`src/rtl/key_scan_ctrl.sv`:
```
`timescale 1ns/1ps
// -----------------------------------------------------------------------------
// key_scan_ctrl
//   Synchronises and debounces KEY_NUM active-low mechanical push-buttons and
//   turns each one into clean, registered events for the LED/mode logic.
//
// Ports
//   sys_clk      in   system clock; all logic on the rising edge
//   sys_rst      in   asynchronous, active-high reset
//   key          in   [KEY_NUM] raw key pins, 0 = pressed, asynchronous
//   key_press    out  [KEY_NUM] one-cycle pulse per accepted press
//   key_release  out  [KEY_NUM] one-cycle pulse per accepted release
//   key_long     out  [KEY_NUM] one-cycle pulse when a held key reaches
//                               LONG_CYCLES cycles after its press
//   key_state    out  [KEY_NUM] debounced level, 1 = pressed
//
// Parameters
//   DEBOUNCE_CYCLES  stable synchronised samples needed to accept an edge (>= 2)
//   LONG_CYCLES      cycles accepted-down before key_long (> DEBOUNCE_CYCLES)
// -----------------------------------------------------------------------------
module key_scan_ctrl #(
  parameter int KEY_NUM         = 2,
  parameter int DEBOUNCE_CYCLES = 1_000_000,
  parameter int LONG_CYCLES     = 50_000_000
) (
  input  logic               sys_clk,
  input  logic               sys_rst,
  input  logic [KEY_NUM-1:0] key,
  output logic [KEY_NUM-1:0] key_press,
  output logic [KEY_NUM-1:0] key_release,
  output logic [KEY_NUM-1:0] key_long,
  output logic [KEY_NUM-1:0] key_state
);

  localparam int CNT_W = $clog2(LONG_CYCLES) + 1;
  localparam logic [CNT_W-1:0] DEB_LAST  = CNT_W'(DEBOUNCE_CYCLES - 1);
  localparam logic [CNT_W-1:0] LONG_LAST = CNT_W'(LONG_CYCLES - 1);

  typedef enum logic [2:0] {
    IDLE    = 3'd0,  // released, waiting for a low sample
    FILT_DN = 3'd1,  // counting stable low samples
    DOWN    = 3'd2,  // accepted pressed, counting towards long press
    HOLD    = 3'd3,  // pressed; long press issued or no longer possible
    FILT_UP = 3'd4   // counting stable high samples
  } state_t;

  // Two-flop synchroniser. Flops reset to 1 (released) so a key held
  // through reset is re-debounced rather than seen as an instant press.
  logic [KEY_NUM-1:0] sync1_q;
  logic [KEY_NUM-1:0] sync2_q;
  logic [KEY_NUM-1:0] k_sync;

  always_ff @(posedge sys_clk or posedge sys_rst) begin
    if (sys_rst) begin
      sync1_q <= '1;
      sync2_q <= '1;
    end else begin
      sync1_q <= key;
      sync2_q <= sync1_q;
    end
  end

  assign k_sync = sync2_q;

  // One independent debounce/long-press FSM per key.
  generate
    for (genvar gi = 0; gi < KEY_NUM; gi++) begin : g_key
      state_t           state_q, state_d;
      logic [CNT_W-1:0] cnt_q, cnt_d;
      logic             press_q, press_d;
      logic             release_q, release_d;
      logic             long_q, long_d;
      logic             level_q, level_d;

      always_comb begin
        state_d   = state_q;
        cnt_d     = cnt_q;
        press_d   = 1'b0;
        release_d = 1'b0;
        long_d    = 1'b0;
        level_d   = level_q;
        case (state_q)
          IDLE: begin
            if (!k_sync[gi]) begin
              state_d = FILT_DN;
              cnt_d   = CNT_W'(1);  // this low sample already counts
            end
          end
          FILT_DN: begin
            if (k_sync[gi]) begin
              state_d = IDLE;
              cnt_d   = '0;
            end else if (cnt_q == DEB_LAST) begin
              state_d = DOWN;
              cnt_d   = '0;
              press_d = 1'b1;
              level_d = 1'b1;
            end else begin
              cnt_d = cnt_q + CNT_W'(1);
            end
          end
          DOWN: begin
            if (k_sync[gi]) begin
              state_d = FILT_UP;
              cnt_d   = CNT_W'(1);
            end else if (cnt_q == LONG_LAST) begin
              state_d = HOLD;
              cnt_d   = '0;
              long_d  = 1'b1;
            end else begin
              cnt_d = cnt_q + CNT_W'(1);
            end
          end
          HOLD: begin
            if (k_sync[gi]) begin
              state_d = FILT_UP;
              cnt_d   = CNT_W'(1);
            end
          end
          FILT_UP: begin
            // A release glitch returns to HOLD, never DOWN, so the long-press
            // timer is not restarted and key_long cannot fire twice.
            if (!k_sync[gi]) begin
              state_d = HOLD;
              cnt_d   = '0;
            end else if (cnt_q == DEB_LAST) begin
              state_d   = IDLE;
              cnt_d     = '0;
              release_d = 1'b1;
              level_d   = 1'b0;
            end else begin
              cnt_d = cnt_q + CNT_W'(1);
            end
          end
          default: begin
            state_d = IDLE;
            cnt_d   = '0;
            level_d = 1'b0;
          end
        endcase
      end

      always_ff @(posedge sys_clk or posedge sys_rst) begin
        if (sys_rst) begin
          state_q   <= IDLE;
          cnt_q     <= '0;
          press_q   <= 1'b0;
          release_q <= 1'b0;
          long_q    <= 1'b0;
          level_q   <= 1'b0;
        end else begin
          state_q   <= state_d;
          cnt_q     <= cnt_d;
          press_q   <= press_d;
          release_q <= release_d;
          long_q    <= long_d;
          level_q   <= level_d;
        end
      end

      assign key_press[gi]   = press_q;
      assign key_release[gi] = release_q;
      assign key_long[gi]    = long_q;
      assign key_state[gi]   = level_q;
    end
  endgenerate

endmodule

```
`config.mk`:
```
export PLATFORM = sky130hd
export DESIGN_NAME = key_scan_ctrl
export DESIGN_NICKNAME = d
export VERILOG_FILES = /design/src/rtl/key_scan_ctrl.sv
export SDC_FILE = /design/constraint.sdc
export NUM_CORES = 1
export LEC_CHECK = 0
export ABC_AREA = 1
export CAP_MARGIN = 10
export CORE_MARGIN = 4
export CORE_UTILIZATION = 35
export DETAILED_ROUTE_END_ITERATION = 10
export PLACE_DENSITY = 0.59
export SYNTH_ARGS = -nofsm -noshare
export SYNTH_HDL_FRONTEND = slang
export SYNTH_SLANG_ARGS = --single-unit
```
`constraint.sdc`:
```
create_clock -name sys_clk -period 2.17 [get_ports sys_clk]
set_clock_uncertainty 0.05 [all_clocks]
set_input_delay 0.434 -clock sys_clk [delete_from_list [all_inputs] [get_ports sys_clk]]
set_output_delay 0.434 -clock sys_clk [all_outputs]
set_load 0.01 [all_outputs]
```
Word level (Yosys, flattened, before mapping). Cells that the tools add are included.

Register bits after elaboration: 72. Bits in latches: 0. RAM bits: 0. ROM bits: 0. Input bits: 4. Output and inout bits: 8. Word-level logic and storage cells: 118. Memories kept: 0.

Add/subtract/negate cells: 2. Multipliers: 0. Div/mod/pow operators: 0. Magnitude comparators: 0. Equality and inequality tests: 30. Shifts and indexed selects: 0. Mux-type cells: 60. Bitwise logic cells: 2. Reduce and logical (&&, ||, !) cells: 10.

Operator list (number): 27-bit 2-to-1 mux (14); 27-bit case mux with 5 select lines (2); 27-bit by 1-bit adder with 27-bit output, second input constant (2); 27-bit by 20-bit equality test with 1-bit output, second input constant (2); 27-bit by 26-bit equality test with 1-bit output, second input constant (2); 3-bit 2-to-1 mux (16); 3-bit case mux with 5 select lines (2); 1-bit 2-to-1 mux (24); 2-bit inequality test, second input constant (12); 5-bit AND reduction (4); 3-bit inequality test, second input constant (6); 3-bit by 2-bit equality test with 1-bit output, second input constant (4); 3-bit by 1-bit equality test with 1-bit output, second input constant (2); 3-bit equality test, second input constant (2); 3-bit logical NOT (2); 1-bit case mux with 3 select lines (2); 3-bit OR reduction (2); 2-bit AND reduction (2); 1-bit inverter (2).

Logic depth before layout (Yosys ltp). Gate-level depths: netlist of the first run.

Depth in word-level cells: 4. Gate-level depth with buffers: 12. Gate-level depth less buffers: 12.

Least setup slack after synthesis of the first run. OpenSTA, ideal clock, no wires.

Path type: register -> register. Start point: register g_key[1].cnt_q[0]. End point: register g_key[1].cnt_q[18]. Library setup time: 0.126 ns. Arrival: 1.509 ns. Data required time: 1.994 ns. Path slack: 0.485 ns. Cell stages (with the launch flop): 12. Path buffers: 1. Clock period less this slack: 1.685 ns. Cell sequence: dfrtp_1 -> ha_1 -> nand2_2 -> nor2_8 -> nand2_2 -> nor2_2 -> nand3_2 -> nand2_2 -> nand2_4 -> inv_4 -> buf_12 -> o22ai_2.

Cells in the longest elaborated chain, start to end: 4. Elaborated cells between the ends (all ways): 9. Classes of those cells: add/sub: 1; eq/ne: 2; mux: 6.

Ends and longest elaborated chain: start: declaration (RTL line 69) `logic [CNT_W-1:0] cnt_q, cnt_d;`; start signal: assignment (RTL line 153) `cnt_q <= cnt_d;`; 27-bit by 1-bit adder with 27-bit output (tied with other cells) (RTL line 99, 111, 132); 27-bit 2-to-1 mux, on equally long branches (RTL line 93, 126, 106); 27-bit 2-to-1 mux, on equally long branches (RTL line 123, 103, 90); 27-bit case mux with 5 select lines * (RTL line 82) `case (state_q)`.

Mark *: on every way between the ends. The rest lies on a longest branch, timed or not. A chain may end at the register's enable or synchronous reset.

Final worst setup path of the first run.
Start point: register g_key[1].cnt_q[0]. End point: register g_key[1].cnt_q[17].

Same word-level chain as after synthesis.

==> flow_summary.ini, run 1 <==
[outcome]
status = finished clean

[sta]
fmax_mhz = 512
finalSetupViolations = 0
drv_slew = 0
max_slew_margin_pct = 70.4
finalHoldViolations = 0
rsz0062_at_grt = no
worst_pin_slew_ps = 443
tns_ps = 0
hold_ws_ps = 302
period_minus_slack_ps = 1950
fin_crit_sh_pct = 90.1

[clock_tree]
cts_root_buffer = clkbuf_16
clockBufferDepth = 2
post_cts_resized = 0
clock_sinks = 72
postCtsHoldBufs = 0
cts_buffers = 9
post-cts-setup-buffer-count = 0
insertion_delay_ps = 340
cts_tree = yes
clk_pin_slew_worst_paths_ps = 60
cts.htree.levels = 3

[floorplanning]
row_count = 42
core_area_um2 = 13200
die_y_um = 124
die_width_um = 124
start_util_pct = 35.5
io_pins = 12
die_area_um2 = 15300

[route]
vias_per_cell = 4.87
drtPass1Iterations = 5
post-route-drc-count = 0
wl_per_cell_um = 13.1
num_vias = 4010
wirelength_um = 10700
drt_iter0_drc = 275
drtAntennaViolNets = 0

[grt]
grt_pass1_wl_um = 18800
grt-ovfl-total = 0
first_global_vias = 4100
grt_max_degree = 23
antenna_found_initial = 0
grt_use_total_pct = 15.3

[logic_synthesis]
ys_ff_latch = 72
synth.area.top_cells = dfrtp_1, nand2_1, inv_1, nor2_1, xor2_1
ys_types = 41
synth_area_um2 = 4680
synth_edf_count = 0
yosysSeqAreaShare_pct = 38.6
syn_inst = 630
syn_nets = 636
yosysTopAreaCellShare_pct = 36.3
synth_largest_area_cell = dfrtp_1
async_flop_share_pct = 100
syn-mean-instance-area_um2 = 7.44
ys_warn_count = 0
synth_ff_type = dfrtp_1

[setup_path]
path_class = reg2reg
cp_data_arrival_time_ps = 2120
critPathCaptureType = flop
critical_path_peak_fanout = 22
worstPathRequired_ps = 2330
start_kind = flop

[finish]
n_fill_cell = 1359
drive_above_1_share_pct = 16.4
diodes = 0
stdcell_area_um2 = 5280
nets = 649
syn_to_final_growth_pct = 12.6

[placement]
dpl_cell_area_um2 = 4960
place_hpwl_um = 8200
gp_congestion = 0.878
portBuffers = 11

[pwr]
leakage_nw = 2.36
powerDensity_nw_per_um2 = 803
max-vdd-ir-drop_mv = 0.356

[min_path]
hold_class = reg2reg

[flow_run]
cap_violations = 0
-- synth_stat cells (2+ instances only) --
library cell  instances
a21oi_1               4
nand2_1             158
dfrtp_1              68
buf_6                 3
inv_2                23
buf_2                 4
nor3_1               25
nand4_1              12
nor3_2                2
ha_1                  2
nand2_2              10
xnor2_1               2
nand3b_1              2
nand3_2              12
dfstp_2               4
o22ai_2               5
o22ai_1              11
o21ai_0              19
buf_4                 8
a21o_1                2
nor2_1               74
nor2_4                3
o21ai_1               5
o21ai_2               5
nand3_1              36
a31oi_1               2
nor2_2               10
nand2_4               2
nor3_4                2
nor2_8                2
inv_1                74
xor2_1               30
-- routing by layer --
metal,share of wire (%),GRT usage (%)
met4,1.4,4.50
met1,44,18.2
met5,0,0
met3,3.8,3.77
met2,51,27.3
-- sequential cells by signal, indices dropped and copies added (netlist names) --
| register | flops |
|---|---|
| k_sync | 2 |
| g_key.long_q | 2 |
| g_key.state_q | 6 |
| g_key.release_q | 2 |
| g_key.level_q | 2 |
| g_key.cnt_q | 54 |
| sync1_q | 2 |
| g_key.press_q | 2 |
-- cell families after synthesis --
| kind of cell | Yosys count | synth area share, % |
|---|---|---|
| adders and majority gates | 2 | 0.534 |
| xor gates and xnor gates | 32 | 5.98 |
| and+or+nand+nor | 354 | 36.2 |
| buffers and inverters | 114 | 10.8 |
| AOI/OAI and AO/OA | 56 | 7.91 |
| DFF | 72 | 38.6 |
-- power breakdown --
group	internal, W	switching [W]
clock	0.000995	0.000561
sequential	0.00144	0.000105
combinational	0.000334	0.000807
total	0.00276	0.00147
-- area by class of cell --
class	count	area [um2]	area share, %
multi-input cells	444	2370	45.0
flip-flops and latches	72	1810	34.3
inverters	98	377	7.14
clock buffers	9	225	4.27
well taps	176	220	4.17
repair buffers	18	188	3.56
clock inverters	6	85.1	1.61
-- critical path, stage by stage, from the launching register on --
cell and delay (ps):
dfrtp_1 390, ha_1 250, nand2_2 130, nor2_8 130, nand3_1 120, nor2_1 140, nand2_1 110, nand2_2 110
nand2_4 90, inv_6 180, o22ai_2 110
-- metrics by stage --
stage	util (%)	std cells	power, W	setup WS [ps]
floorplan	-	630	0.00250	485
global placement	37.6	808	0.00269	257
CTS	40.0	823	0.00429	150
global route	40.0	823	0.00451	14.9
detailed placement	37.6	808	0.00271	158
finish	40.0	823	0.00424	215
-- worst paths after layout --
path / startpoint / end / slack (ps) / cells after the start
hold reg to reg: sync1_q[0]$_DFF_PP1_ / k_sync[0]$_DFF_PP1_ / 300 / 0
hold / removal: sync1_q[0]$_DFF_PP1_ / k_sync[0]$_DFF_PP1_ / 300 / 0
min in group asynchronous: sys_rst / g_key[0].state_q[0]$_DFFE_PP0P_ / 390 / 2
setup / recovery: g_key[1].cnt_q[0]$_DFFE_PP0P_ / g_key[1].cnt_q[17]$_DFFE_PP0P_ / 220 / 10
setup reg to reg: g_key[1].cnt_q[0]$_DFFE_PP0P_ / g_key[1].cnt_q[17]$_DFFE_PP0P_ / 220 / 10
max in group asynchronous: sys_rst / sync1_q[1]$_DFF_PP1_ / 1190 / 3
-- placed cells by master (no fill, tap or decap), drive strengths merged --
| cell type | instances |
|---|---|
| nor3b | 1 |
| nor4 | 1 |
| a21oi | 4 |
| xor2 | 30 |
| o21bai | 1 |
| a21o | 2 |
| xnor2 | 2 |
| nand3 | 49 |
| nor3 | 29 |
| o21ai | 29 |
| bufinv | 2 |
| a31oi | 2 |
| nand4 | 12 |
| or2 | 1 |
| o211ai | 1 |
| ha | 2 |
| clkinvlp | 3 |
| clkbuf | 9 |
| clkinv | 2 |
| buf | 7 |
| dfstp | 4 |
| nor2 | 89 |
| nand3b | 2 |
| o22ai | 16 |
| clkdlybuf4s50 | 11 |
| a22o | 1 |
| inv | 97 |
| dfrtp | 68 |
| nand2 | 170 |
Note: power is estimated with default switching activity, not from simulation.
==> run 2: changes to the inputs <==
--- a/config.mk
+++ b/config.mk
@@ -7,10 +7,11 @@
 export LEC_CHECK = 0
 export ABC_AREA = 1
 export CAP_MARGIN = 10
-export CORE_MARGIN = 4
+export CORE_MARGIN = 2
 export CORE_UTILIZATION = 35
 export DETAILED_ROUTE_END_ITERATION = 10
 export PLACE_DENSITY = 0.59
+export SLEW_MARGIN = 20
 export SYNTH_ARGS = -nofsm -noshare
 export SYNTH_HDL_FRONTEND = slang
 export SYNTH_SLANG_ARGS = --single-unit
==> run 2 against run 1 <==
Effect of this change: register-to-register slack improved by 40 ps; largest power group is now registers; power shrank 1.5%; clock-buffer cell count is 2 higher; first-iteration DRC count is 13% lower; global-route usage increased by 0.21 points; sequential power barely moved; non-clock buffer count decreased by 3; largest cell class unchanged; critical path depth unchanged; combinational power is essentially flat.
==> flow_summary.ini, run 2 (synthesis gave the netlist of run 1 again) <==
[outcome]
status = finished clean

[finish]
final_common_cell = nand2_1
fin_cells = 821
regMostFlops = g_key.cnt_q
nets = 646
largest_register_ffs = 54
final_cell_mix = nand2_1, nor2_1, inv_1
n_fill_cell = 1349
reg.largest.list = g_key.cnt_q (54), g_key.state_q (6)
diodes = 0
syn_to_final_growth_pct = 11.6
multiInputGateArea_um2 = 2370
regArea_um2 = 1810
drive_above_1_share_pct = 16.0

[placement]
dp.cells = 805
dpl_worst_slack_ps = 188
portBuffers = 11
gp_congestion = 0.902
place_hpwl_um = 7680

[clock_tree]
cts.htree.levels = 3
insertion_delay_ps = 340
postCtsHoldBufs = 0
cts_root_buffer = clkbuf_16
clockBufferDepth = 2
clock_sinks = 72
cts_buffers = 9
clk_pin_slew_worst_paths_ps = 60
cts_tree = yes

[route]
drtPass1Iterations = 5
vias_per_cell = 4.85
wl_per_cell_um = 12.8
num_vias = 3981
drt_iter0_drc = 239
drtAntennaViolNets = 0
post-route-drc-count = 0
wirelength_um = 10500

[grt]
antenna_found_initial = 0
grt_use_met1_pct = 19.4
grt_use_met3_pct = 3.52
first_global_vias = 3971
grt-ovfl-total = 0
grt_max_degree = 73
grt_use_met2_pct = 25.9
grt_pass1_wl_um = 18200
top_usage_layer = met2
grt_use_total_pct = 15.6

[sta]
fin_ws_ps = 260
max_slew_margin_pct = 63.9
worst_pin_slew_ps = 537
fmax_mhz = 524
tns_ps = 0
drv_slew = 0
rsz0062_at_grt = no
period_minus_slack_ps = 1910
finalSetupViolations = 0
finalHoldViolations = 0
fin_crit_sh_pct = 88.0

[pwr]
max-vdd-ir-drop_mv = 0.410
powerDensity_nw_per_um2 = 798
power_w = 0.00417
leakage_nw = 2.33

[setup_path]
critical_path_peak_fanout = 6
worst_r2r_startpoint = g_key[0].cnt_q[0]$_DFFE_PP0P_
start_kind = flop
cp_data_arrival_time_ps = 2110
worstPathRequired_ps = 2370
rr_worst_depth = 10
critPathCaptureType = flop
path_class = reg2reg
critPathLaunch = g_key[0].cnt_q[0]$_DFFE_PP0P_

[flow_run]
cap_violations = 0

[floorplanning]
io_pins = 12
die_y_um = 120
start_util_pct = 35.7
die_area_um2 = 14300
core_area_um2 = 13100
die_width_um = 120
row_count = 42

[min_path]
hold_class = reg2reg
hp-start = sync1_q[0]$_DFF_PP1_
whs_path_depth = 0
run 2: final timing paths:
kind	end	slack, ps
worst max-delay path	g_key[0].cnt_q[2]$_DFFE_PP0P_	260
worst min-delay path	k_sync[0]$_DFF_PP1_	300
worst max register to register	g_key[0].cnt_q[2]$_DFFE_PP0P_	260
worst min register to register	k_sync[0]$_DFF_PP1_	300
max in group asynchronous	sync1_q[1]$_DFF_PP1_	1240
min in group asynchronous	g_key[0].state_q[1]$_DFFE_PP0P_	510
run 2: power by group:
part	leakage, nW	internal (W)	switching [W]
Clock	0.145	0.000919	0.000575
Sequential	0.981	0.00144	0.000106
Combinational	1.21	0.000326	0.000809
run 2: cell type report:
| type | count | share of cell area (%) |
|---|---|---|
| tap | 176 | 4.21 |
| inverter | 98 | 7.20 |
| multi-input combinational | 444 | 45.4 |
| clock buffer | 11 | 4.64 |
| sequential | 72 | 34.6 |
| timing repair buffer | 15 | 2.92 |
| clock inverter | 5 | 1.08 |
run 2: metal layers:
metal / vias up / wire length [um]
met5: - / 0
met4: 0 / 243
met3: 22 / 485
met2: 97 / 5080
met1: 1852 / 4740
li1: 2010 / -
run 2: timing repair:
action                     4_1_cts  5_1_grt
resized for setup                0        1
buffers inserted                 0        0
setup endpoints to repair        0        2
run 2: worst max-delay path: stages, from the launching register on:
cell	delay (ps)
dfrtp_1	420
ha_1	240
nand3_1	140
inv_2	70
nand2_4	140
nor2_1	60
nand2_1	120
nand3_2	110
nand2_1	230
inv_1	80
o21ai_0	170
run 2: stage by stage:
| stage | utilization (%) | hold slack [ps] | cell area (um2) |
|---|---|---|---|
| 2_1_floorplan | - | 295 | 4690 |
| 3_3_place_gp | 37.5 | 295 | 4930 |
| 3_5_place_dp | 37.5 | 297 | 4930 |
| 4_1_cts | 39.8 | 304 | 5230 |
| 5_1_grt | 39.8 | 305 | 5230 |
| 6_report | 39.8 | 300 | 5230 |
